`src/rtl/keypad_pkg.sv`:
```
// keypad_pkg: shared types and helpers for the 4x4 matrix keypad scanner.
//   ROWS, COLS    : matrix geometry
//   key_state_t   : debounce FSM states
//   scan_res_t    : classification of one full four-row scan
//   col_index()   : column bit -> 2-bit column number (lowest set bit wins)
//   bit_count_sat(): number of set column bits, saturating at 2
package keypad_pkg;

    localparam int ROWS = 4;
    localparam int COLS = 4;

    typedef enum logic [1:0] {
        IDLE     = 2'd0,
        DEBOUNCE = 2'd1,
        PRESSED  = 2'd2,
        RELEASE  = 2'd3
    } key_state_t;

    typedef enum logic [1:0] {
        NONE   = 2'd0,
        SINGLE = 2'd1,
        MULTI  = 2'd2
    } scan_res_t;

    // Lowest set bit decides, so a multi-bit sample still yields a defined index.
    function automatic logic [1:0] col_index(input logic [3:0] c);
        logic [1:0] idx;
        if (c[0]) begin
            idx = 2'd0;
        end else if (c[1]) begin
            idx = 2'd1;
        end else if (c[2]) begin
            idx = 2'd2;
        end else if (c[3]) begin
            idx = 2'd3;
        end else begin
            idx = 2'd0;
        end
        return idx;
    endfunction

    // 0, 1 or "2 or more" set bits; exact counts above one are irrelevant.
    function automatic logic [1:0] bit_count_sat(input logic [3:0] c);
        logic [2:0] sum;
        sum = {2'b00, c[0]} + {2'b00, c[1]} + {2'b00, c[2]} + {2'b00, c[3]};
        return (sum >= 3'd2) ? 2'd2 : sum[1:0];
    endfunction

endpackage

```
`src/rtl/keypad_debounce.sv`:
```
// keypad_debounce: per-scan debounce / N-key-lockout FSM.
// Ports:
//   clk190hz  in   scan clock
//   rst_n     in   async active-low reset
//   res_valid in   high on the edge that completes a full scan
//   res       in   NONE / SINGLE / MULTI for that scan
//   res_code  in   key code when res == SINGLE
//   key_code  out  last accepted code
//   key_valid out  one-cycle accept (or repeat) pulse
//   key_held  out  high from acceptance until debounced release
// Optional: KEYPAD_REPEAT_EN adds the auto-repeat counter.
module keypad_debounce
    import keypad_pkg::*;
#(
    parameter int DEBOUNCE_SCANS = 2
`ifdef KEYPAD_REPEAT_EN
    ,
    parameter int REPEAT_SCANS = 24
`endif
) (
    input  logic       clk190hz,
    input  logic       rst_n,
    input  logic       res_valid,
    input  scan_res_t  res,
    input  logic [3:0] res_code,
    output logic [3:0] key_code,
    output logic       key_valid,
    output logic       key_held
);

    localparam logic [3:0] DB_TARGET = 4'(DEBOUNCE_SCANS);

    key_state_t state_r, state_s;
    logic [3:0] cnt_r, cnt_s, cnt_inc_s;
    logic [3:0] cand_r, cand_s;
    logic [3:0] code_r, code_s;
    logic       valid_r, valid_s;
    logic       held_r, held_s;
`ifdef KEYPAD_REPEAT_EN
    localparam logic [7:0] REP_TARGET = 8'(REPEAT_SCANS);
    logic [7:0] rep_r, rep_s, rep_inc_s;
`endif

    // Saturating increments: a stuck count can never wrap back to a match.
    always_comb begin
        cnt_inc_s = (cnt_r == 4'hF) ? cnt_r : cnt_r + 4'd1;
`ifdef KEYPAD_REPEAT_EN
        rep_inc_s = (rep_r == 8'hFF) ? rep_r : rep_r + 8'd1;
`endif
    end

    // Next-state and output logic, evaluated only when a scan completes.
    always_comb begin
        state_s = state_r;
        cnt_s   = cnt_r;
        cand_s  = cand_r;
        code_s  = code_r;
        valid_s = 1'b0;
        held_s  = held_r;
`ifdef KEYPAD_REPEAT_EN
        rep_s   = rep_r;
`endif
        if (res_valid) begin
            case (state_r)
                IDLE: begin
                    if (res == SINGLE) begin
                        cand_s = res_code;
                        cnt_s  = 4'd1;
                        if (DB_TARGET == 4'd1) begin
                            code_s  = res_code;
                            valid_s = 1'b1;
                            held_s  = 1'b1;
                            state_s = PRESSED;
`ifdef KEYPAD_REPEAT_EN
                            rep_s   = 8'd0;
`endif
                        end else begin
                            state_s = DEBOUNCE;
                        end
                    end else begin
                        state_s = IDLE;
                    end
                end
                DEBOUNCE: begin
                    if ((res == SINGLE) && (res_code == cand_r)) begin
                        cnt_s = cnt_inc_s;
                        if (cnt_inc_s >= DB_TARGET) begin
                            code_s  = cand_r;
                            valid_s = 1'b1;
                            held_s  = 1'b1;
                            state_s = PRESSED;
`ifdef KEYPAD_REPEAT_EN
                            rep_s   = 8'd0;
`endif
                        end else begin
                            state_s = DEBOUNCE;
                        end
                    end else begin
                        cnt_s   = 4'd0;
                        state_s = IDLE;
                    end
                end
                PRESSED: begin
                    if (res == NONE) begin
`ifdef KEYPAD_REPEAT_EN
                        rep_s = 8'd0;
`endif
                        if (DB_TARGET == 4'd1) begin
                            cnt_s   = 4'd0;
                            held_s  = 1'b0;
                            state_s = IDLE;
                        end else begin
                            cnt_s   = 4'd1;
                            state_s = RELEASE;
                        end
                    end else begin
                        // Other keys are locked out; only the accepted code can repeat.
                        state_s = PRESSED;
`ifdef KEYPAD_REPEAT_EN
                        if ((res == SINGLE) && (res_code == code_r)) begin
                            if (rep_inc_s >= REP_TARGET) begin
                                valid_s = 1'b1;
                                rep_s   = 8'd0;
                            end else begin
                                rep_s   = rep_inc_s;
                            end
                        end else begin
                            rep_s = rep_r;
                        end
`endif
                    end
                end
                RELEASE: begin
                    if (res == NONE) begin
                        cnt_s = cnt_inc_s;
                        if (cnt_inc_s >= DB_TARGET) begin
                            cnt_s   = 4'd0;
                            held_s  = 1'b0;
                            state_s = IDLE;
                        end else begin
                            state_s = RELEASE;
                        end
                    end else begin
                        cnt_s   = 4'd0;
                        state_s = PRESSED;
                    end
                end
                default: begin
                    cnt_s   = 4'd0;
                    held_s  = 1'b0;
                    state_s = IDLE;
                end
            endcase
        end else begin
            state_s = state_r;
        end
    end

    // State, counters and registered outputs.
    always_ff @(posedge clk190hz or negedge rst_n) begin
        if (!rst_n) begin
            state_r <= IDLE;
            cnt_r   <= 4'd0;
            cand_r  <= 4'd0;
            code_r  <= 4'd0;
            valid_r <= 1'b0;
            held_r  <= 1'b0;
`ifdef KEYPAD_REPEAT_EN
            rep_r   <= 8'd0;
`endif
        end else begin
            state_r <= state_s;
            cnt_r   <= cnt_s;
            cand_r  <= cand_s;
            code_r  <= code_s;
            valid_r <= valid_s;
            held_r  <= held_s;
`ifdef KEYPAD_REPEAT_EN
            rep_r   <= rep_s;
`endif
        end
    end

    assign key_code  = code_r;
    assign key_valid = valid_r;
    assign key_held  = held_r;

endmodule

```
`src/rtl/keypad_scan.sv`:
```
// keypad_scan: 4x4 matrix keypad scanner with debounced key codes.
// Ports:
//   clk190hz  in   scan clock (rising edge)
//   rst_n     in   async active-low reset
//   col[3:0]  in   column sense, active high, already synchronised
//   row[3:0]  out  one-hot active-high row drive
//   key_code  out  code (4*row + col) of the last accepted key
//   key_valid out  one-cycle pulse on accept (or auto-repeat)
//   key_held  out  high from acceptance until debounced release
// Optional: define KEYPAD_REPEAT_EN to enable auto-repeat every REPEAT_SCANS scans.
module keypad_scan
    import keypad_pkg::*;
#(
    parameter int DEBOUNCE_SCANS = 2,
    parameter int REPEAT_SCANS   = 24
) (
    input  logic       clk190hz,
    input  logic       rst_n,
    input  logic [3:0] col,
    output logic [3:0] row,
    output logic [3:0] key_code,
    output logic       key_valid,
    output logic       key_held
);

    // Reject out-of-range configurations at elaboration.
    if ((DEBOUNCE_SCANS < 1) || (DEBOUNCE_SCANS > 15) ||
        (REPEAT_SCANS < 1) || (REPEAT_SCANS > 255)) begin : g_bad_params
        $error("keypad_scan: parameter out of range");
    end

    logic [3:0] row_r;
    logic [1:0] row_idx_r;
    logic [1:0] hits_r;
    logic [3:0] code_r;
    logic [1:0] samp_cnt_s;
    logic [2:0] sum_s;
    logic [1:0] tot_s;
    logic [3:0] code_nxt_s;
    logic       scan_done_s;
    scan_res_t  res_s;

    // Fold the current row's sample into the running scan totals.
    always_comb begin
        samp_cnt_s  = bit_count_sat(col);
        sum_s       = {1'b0, hits_r} + {1'b0, samp_cnt_s};
        tot_s       = (sum_s >= 3'd2) ? 2'd2 : sum_s[1:0];
        code_nxt_s  = (hits_r == 2'd0) ? {row_idx_r, col_index(col)} : code_r;
        scan_done_s = (row_idx_r == 2'd3);
        case (tot_s)
            2'd0:    res_s = NONE;
            2'd1:    res_s = SINGLE;
            default: res_s = MULTI;
        endcase
    end

    // Row drive rotation and scan accumulators; cleared as each scan completes.
    always_ff @(posedge clk190hz or negedge rst_n) begin
        if (!rst_n) begin
            row_r     <= 4'b0001;
            row_idx_r <= 2'd0;
            hits_r    <= 2'd0;
            code_r    <= 4'd0;
        end else begin
            row_r     <= {row_r[2:0], row_r[3]};
            row_idx_r <= row_idx_r + 2'd1;
            if (scan_done_s) begin
                hits_r <= 2'd0;
                code_r <= 4'd0;
            end else begin
                hits_r <= tot_s;
                code_r <= code_nxt_s;
            end
        end
    end

    assign row = row_r;

    keypad_debounce #(
        .DEBOUNCE_SCANS(DEBOUNCE_SCANS)
`ifdef KEYPAD_REPEAT_EN
        ,
        .REPEAT_SCANS(REPEAT_SCANS)
`endif
    ) u_debounce (
        .clk190hz (clk190hz),
        .rst_n    (rst_n),
        .res_valid(scan_done_s),
        .res      (res_s),
        .res_code (code_nxt_s),
        .key_code (key_code),
        .key_valid(key_valid),
        .key_held (key_held)
    );

endmodule
```
`config.mk`:
```
export PLATFORM = sky130hd
export DESIGN_NAME = keypad_scan
export DESIGN_NICKNAME = d
export VERILOG_FILES = /design/src/rtl/keypad_pkg.sv /design/src/rtl/keypad_debounce.sv /design/src/rtl/keypad_scan.sv
export SDC_FILE = /design/constraint.sdc
export NUM_CORES = 1
export LEC_CHECK = 0
export ABC_AREA = 1
export CAP_MARGIN = 20
export CORE_ASPECT_RATIO = 0.75
export CORE_UTILIZATION = 25
export DETAILED_ROUTE_END_ITERATION = 10
export PLACE_DENSITY = 0.52
export RECOVER_POWER = 50
export SKIP_LAST_GASP = 1
export SYNTH_ARGS = -nofsm -noshare
export SYNTH_HDL_FRONTEND = slang
export SYNTH_SLANG_ARGS = --single-unit
```
`constraint.sdc`:
```
create_clock -name clk190hz -period 2.1 [get_ports clk190hz]
set_input_delay 0.315 -clock clk190hz [delete_from_list [all_inputs] [get_ports clk190hz]]
set_output_delay 0.315 -clock clk190hz [all_outputs]
set_load 0.005 [all_outputs]
```
==> results by group, run 1 <==
Route
  – DR iter-0 viols: 67
  – Final wirelength: 3660 µm
  – Routed Antenna Nets: 0
  – Vias per cell: 4.30
  – WL/cell: 11.5 µm
  – Drt pass-1 iters: 4
  – DRC: 0
  – Via count: 1367

Synthesis
  – Yosys warnings: 0
  – Seq/Total Area, Yosys: 44.8%
  – Post-Syn Area: 1570 µm²
  – Synth area leader: dfrtp_1
  – Synth area leaders: dfrtp_1, nand2_1, inv_1
  – Synth top area share: 43.1%
  – Syn Inst Count: 193
  – Post-synthesis net count: 208
  – Post-synth cell types: 26
  – Synth Register Bits: 28
  – Syn_area_per_cell: 8.12 µm²

Final layout
  – Filler instances: 580
  – Layout cells sized above 1: 33.8%
  – Layout Nets: 256
  – Area grow syn2layout: 43.9%
  – Non-Filler Instances: 318
  – N_diodes: 0

Setup path
  – Kind of critical path: in -> reg
  – Worst Reg-to-Reg Cells: 12
  – Reg-to-reg startpoint: hits_r[0]
  – Cell Chain, Critical Path: buf_8 -> inv_4 -> fa_1 -> inv_1 -> ha_2 -> inv_2 -> ha_4 -> inv_2 -> o31ai_2 -> nor2_1 -> fa_1 -> nand2_2 -> nor2_4 -> nand3_2 -> nor2_4 -> nand3_4 -> clkinv_4 -> nand3_4 -> nand2_1 -> nand2_1
  – Setup crit end kind: flip-flop
  – Worst EP required: 2.28 ns
  – Startpoint type of the worst setup path: input port
  – Crit path to: u_debounce.key_code[0]
  – Critical Path Max Stage Delay: 0.53 ns
  – CP max stage cell: fa_1
  – Worst R2R Setup Slack: 0.05 ns
  – Crit path max fanout: 5
  – Crit path launch: col[3]
  – CP Buf/Inv Count: 6
  – CP Depth: 20
  – Largest delay share family, worst path: adder cells
  – Worst EP arrival: 3.09 ns
  – FF-to-FF End: u_debounce.key_code[0]

Timing
  – Maximum operating frequency: 344 MHz
  – Setup TNS: -13.04 ns
  – Worst slew margin: 49.5%
  – Min Hold Slack: 0.386 ns
  – Setup-failing EPs final: 19
  – Slack of the critical path: -0.803 ns
  – Fin. max-slew vios: 0
  – Fin. Hold Viols: 0
  – Min Clock Period, post-route: 2.90 ns
  – Setup Skew: 0.00593 ns
  – RSZ-0062 raised after global routing: true
  – Final Cycle Share: 138%
  – Slew @ Worst Pin: 0.758 ns

Placed design
  – Gpl congestion: 0.775
  – Port bufs: 15
  – # placed instances: 295
  – Pre-CTS WS: -1.74 ns
  – HPWL after DPL: 2360 µm

Floorplanning
  – Core footprint: 5920 µm²
  – Die H: 70.6 µm
  – Die area: 6600 µm²
  – DIE WIDTH: 93.4 µm
  – FP Rows: 24
  – I/O pins: 16
  – Initial Utilization: 26.5%

Status
  – Failing checks: setup timing
  – Status: finished with violations

Clocking
  – Clock root cell: clkbuf_8
  – Clock Sinks: 28
  – CTS clk-pin slew, worst paths: 0.10 ns
  – Clock Path Buffers: 2
  – CTS tree: built
  – H-tree depth: 1
  – Total CTS buffers: 3
  – Clk_lat worst skew: 0.28 ns

Global routing
  – Number of global-route vias before repair: 1403
  – Largest net degree at the start of global routing: 29
  – Initial antenna violation count: 0
  – First-pass GRT wire length: 6350 µm
  – Gr usage total: 12.3%
  – Grt ovf: 0

Min path
  – Hold Crit Class: reg -> reg

Pwr
  – Pwr/cell area: 761 nW/µm²
  – Pleak: 1.11 nW
  – Maximum vdd drop: 0.000378 V

Run
  – Max Cap Viol: 0
==> routing by layer <==
metal  global-route usage (%)  wire [µm]  up-vias
met4                     3.76         70        0
met1                     17.0       1870      630
met2                     18.7       1570       29
li1                         -          -      700
met3                     3.44        149        8
met5                        0          0        -
==> Yosys cell counts <==
cell type and number:
nand2_1 48, inv_1 32, dfrtp_1 27, nor2_1 19, nand3_1 12, a21oi_1 9, ha_1 7, o21ai_0 7
nand4_1 6, nor2_2 4, nand2_2 3, nand3_2 3, a31oi_1 2, fa_1 2, buf_6 1, clkinv_4 1
dfstp_2 1, inv_2 1, nand2_4 1, nand3_4 1, nor2_4 1, nor3_2 1, o21ai_1 1, o21bai_1 1
o31ai_1 1, xnor2_1 1
==> what timing repair did <==
action                                  CTS  global route
pin swaps                                14            14
endpoints found under the setup margin   18            19
resized for setup                        29            29
hold buffers                              0             0
gates cloned                              1             0
setup buffers                            18             1
==> state kept, by name, indices dropped and copies added (netlist names) <==
signal / count
code_r: 4
hits_r: 2
row: 4
row_idx_r: 2
u_debounce.cand_r: 4
u_debounce.cnt_r: 4
u_debounce.key_code: 4
u_debounce.key_held: 1
u_debounce.key_valid: 1
u_debounce.state_r: 2
==> cell usage in the layout (no fill, tap or decap), types with 2 or more instances in the layout <==
| cell | count |
|---|---|
| a21oi_1 | 7 |
| a21oi_2 | 2 |
| buf_4 | 24 |
| buf_6 | 4 |
| buf_8 | 2 |
| clkbuf_8 | 3 |
| clkdlybuf4s50_1 | 11 |
| dfrtp_1 | 27 |
| fa_1 | 2 |
| ha_1 | 5 |
| inv_1 | 26 |
| inv_2 | 4 |
| inv_4 | 2 |
| nand2_1 | 41 |
| nand2_2 | 8 |
| nand2_4 | 3 |
| nand3_1 | 9 |
| nand3_2 | 5 |
| nand3_4 | 2 |
| nand4_1 | 6 |
| nor2_1 | 14 |
| nor2_2 | 6 |
| nor2_4 | 4 |
| o21ai_1 | 5 |
==> cells by family after synthesis <==
kind of cell | count (synthesis) | share of synthesized area (%)
flops | 28 | 44.8
compound gates | 21 | 7.18
xor+xnor | 1 | 0.559
buf+inv | 35 | 9.18
fa+ha+maj | 9 | 8.14
simple gates | 99 | 30.2
==> cell type report <==
class | instances | area, µm² | area share [%]
timing repair buffer | 43 | 380 | 16.9
multi-input combinational | 130 | 855 | 37.9
sequential | 28 | 702 | 31.1
clock inverter | 1 | 30.0 | 1.33
tap | 78 | 97.6 | 4.33
inverter | 34 | 145 | 6.43
timing repair inverter | 1 | 5.00 | 0.222
clock buffer | 3 | 41.3 | 1.83
==> through the flow <==
| step | total power (W) | area, µm² | util, % |
|---|---|---|---|
| 2_1_floorplan | 0.00103 | 1590 | - |
| 3_3_place_gp | 0.00117 | 1900 | 32.2 |
| 4_1_cts | 0.00167 | 2140 | 36.2 |
| 6_report | 0.00172 | 2260 | 38.1 |
| 5_1_grt | 0.00184 | 2260 | 38.1 |
| 3_5_place_dp | 0.00118 | 1900 | 32.2 |
==> worst reg2reg max path: cells and delay by family, from the launching register on <==
kind / cells / cell delay (ns)
and+or+nand+nor: 8 / 0.74
adders and majority gates: 2 / 0.70
DFF: 1 / 0.37
buffers and inverters: 2 / 0.15
==> how the worst min path moves through the flow <==
stage / start / end / slack [ns] / cells past startpoint
floorplan: rst_n / code_r[0] / 0.02 / 0
global placement: row[1] / row[2] / 0.37 / 0
detailed placement: row[2] / row[3] / 0.37 / 0
CTS: row[1] / row[2] / 0.39 / 0
global route: row[1] / row[2] / 0.40 / 0
finish: row[1] / row[2] / 0.39 / 0
==> power breakdown <==
part | internal (W) | leakage, nW | switching, W
Clock | 0.000255 | 0.0357 | 0.000178
Sequential | 0.000618 | 0.359 | 0.0000893
Combinational | 0.000235 | 0.718 | 0.000340
Total | 0.00111 | 1.11 | 0.000607
Power figures use the tool's default switching activity.
==> run 2, diff against run 1 <==
CORE_UTILIZATION = 50   (was 25)
PLACE_DENSITY = 0.82   (was 0.52)
==> run 2 against run 1 <==
Compared with the run above:
- the run still ends with setup timing left
- global-route usage increased by 12 points
- clock skew increased by 0.0072 ns
- clock-buffer cell count is 1 higher
- die area decreased by 49%
- sequential power up 1%
- sequential share of layout area increased by 0.33 points
- critical path type unchanged
- largest power group unchanged
==> results by group, run 2 (synthesized netlist as in run 1, its figures left out) <==
Placed design
  – HPWL after DPL: 2320 µm (was 2360 µm)
  – Pre-CTS WS: -1.70 ns (was -1.74 ns)
  – Port bufs: 15 (unchanged)
  – Gpl congestion: 0.831 (was 0.775)

Clocking
  – Clock Path Buffers: 2 (unchanged)
  – H-tree depth: 1 (unchanged)
  – Clock root cell: clkbuf_8 (unchanged)
  – Total CTS buffers: 3 (unchanged)
  – Clock Sinks: 28 (unchanged)
  – Hold Buf Count CTS: 0 (unchanged)
  – Clk_lat worst skew: 0.28 ns (about the same)
  – CTS clk-pin slew, worst paths: 0.10 ns (about the same)
  – CTS tree: built (unchanged)

Global routing
  – Number of global-route vias before repair: 1332 (was 1403)
  – First-pass GRT wire length: 5980 µm (was 6350 µm)
  – Initial antenna violation count: 0 (unchanged)
  – Grt ovf: 0 (unchanged)
  – Gr usage total: 24.2% (was 12.3%)
  – Largest net degree at the start of global routing: 29 (unchanged)

Route
  – Via count: 1467 (was 1367)
  – Vias per cell: 5.20 (was 4.30)
  – WL/cell: 14.2 µm (was 11.5 µm)
  – Final wirelength: 4020 µm (was 3660 µm)
  – DRC: 0 (unchanged)
  – Routed Antenna Nets: 0 (unchanged)
  – DR iter-0 viols: 122 (was 67)
  – Drt pass-1 iters: 4 (unchanged)

Setup path
  – Critical Path Max Stage Delay: 0.14 ns (was 0.53 ns)
  – Worst EP required: 2.28 ns (about the same)
  – Most used cell along the critical path: buf_4
  – Worst EP arrival: 3.20 ns (was 3.09 ns)
  – Setup crit end kind: flip-flop (unchanged)
  – Kind of critical path: in -> reg (unchanged)
  – Startpoint type of the worst setup path: input port (unchanged)
  – Crit path max fanout: 5 (unchanged)
  – CP max stage cell: buf_4 (was fa_1)

Floorplanning
  – Die area: 3370 µm² (was 6600 µm²)
  – I/O pins: 16 (unchanged)
  – Core footprint: 2960 µm² (was 5920 µm²)
  – DIE WIDTH: 66.7 µm (was 93.4 µm)
  – Die H: 50.5 µm (was 70.6 µm)
  – Initial Utilization: 53.0% (was 26.5%)
  – FP Rows: 17 (was 24)

Status
  – Failing checks: setup timing (unchanged)
  – Status: finished with violations (unchanged)

Final layout
  – Layout Nets: 260 (was 256)
  – Filler instances: 199 (was 580)
  – Commonest non-fill, non-tap cell in the layout: nand2_1 (unchanged)
  – N_diodes: 0 (unchanged)
  – Area grow syn2layout: 42.4% (was 43.9%)
  – Most frequent cells in the layout: nand2_1, dfrtp_1, inv_1, buf_4, nor2_1 (was nand2_1, dfrtp_1, inv_1)
  – Layout cells sized above 1: 37.7% (was 33.8%)
  – Final core utilization: 75.5% (was 38.1%)

Timing
  – Min Clock Period, post-route: 3.02 ns (was 2.90 ns)
  – Slack of the critical path: -0.921 ns (was -0.803 ns)
  – Setup-failing EPs final: 19 (unchanged)
  – Fin. Hold Viols: 0 (unchanged)
  – Setup Skew: 0.0131 ns (was 0.00593 ns)
  – RSZ-0062 raised after global routing: true (unchanged)
  – Maximum operating frequency: 331 MHz (was 344 MHz)
  – Final Cycle Share: 144% (was 138%)
  – Slew @ Worst Pin: 0.681 ns (was 0.758 ns)
  – Fin. max-slew vios: 0 (unchanged)
  – Worst slew margin: 54.6% (was 49.5%)

Pwr
  – Pwr/cell area: 727 nW/µm² (was 761 nW/µm²)
  – Pleak: 1.12 nW (was 1.11 nW)
  – Maximum vdd drop: 0.000595 V (was 0.000378 V)

Run
  – Max Cap Viol: 0 (unchanged)

Min path
  – Hold Crit Class: in -> reg (was reg -> reg)
==> run 2: cell types whose count changed in the layout (fill, tap and decap cells not counted), moves of 2 or more <==
cell     previous run  this run
nand3_1             9         7
nand2_4             3         1
nand2_1            41        37
nand3_2             5         7
o21ai_1             5         2
buf_6               4         7
o21ai_2             1         4
nand2_2             8        14
buf_4              24        26
==> run 2: layer usage <==
| layer | wire [µm] | global-route usage, % | share of wire (%) |
|---|---|---|---|
| met5 | 0 | 0 | 0 |
| met4 | 59 | 6.03 | 1.5 |
| met3 | 230 | 5.91 | 5.7 |
| met2 | 1990 | 37.4 | 49 |
| met1 | 1740 | 34.1 | 43 |
==> run 2: per-stage QoR <==
step	instances	instance area (µm²)	hold WS [ns]	TNS [ns]	power [W]
CTS	278	2090	0.353	-14.29	0.00152
finish	282	2230	0.372	-15.07	0.00162
floorplan	193	1590	0.0194	-13.31	0.00103
detailed placement	253	1840	0.371	-28.20	0.00117
global placement	253	1840	0.371	-26.83	0.00115
global route	282	2230	0.374	-17.76	0.00171
==> run 2: critical path: cells and delay by family <==
kind	cells	cell delay (ns)
buf+inv	20	2.25
simple gates	8	0.56
compound gates	1	0.06
==> run 2: power breakdown <==
part / internal (W) / switching (W)
sequential: 0.000618 / 0.0000992
clock: 0.000136 / 0.000166
combinational: 0.000249 / 0.000354
==> run 2: final timing paths <==
check	startpoint	end	slack [ns]	cells past startpoint
max in group asynchronous	rst_n	hits_r[0]	1.07	2
min in group asynchronous	rst_n	u_debounce.cnt_r[1]	0.58	2
hold reg to reg	row[2]	row[3]	0.40	0
setup reg to reg	hits_r[0]	u_debounce.key_code[1]	-0.04	12
setup / recovery	col[1]	u_debounce.cnt_r[2]	-0.92	29
hold / removal	col[1]	code_r[1]	0.37	4
==> run 2: repair_timing <==
action / 4_1_cts / 5_1_grt
gates cloned: 1 / 0
gates resized for setup: 36 / 29
pin swaps: 13 / 19
setup endpoints to repair: 18 / 19
buffers inserted: 20 / 4
==> run 2: area by class of cell <==
cell class                 count  area, µm²  share of cell area (%)
timing repair buffer          47        414                    18.6
timing repair inverter         1       5.00                   0.224
multi-input combinational    130        873                    39.1
tap                           38       47.5                    2.13
sequential                    28        702                    31.4
clock buffer                   4       45.0                    2.02
inverter                      34        145                    6.50
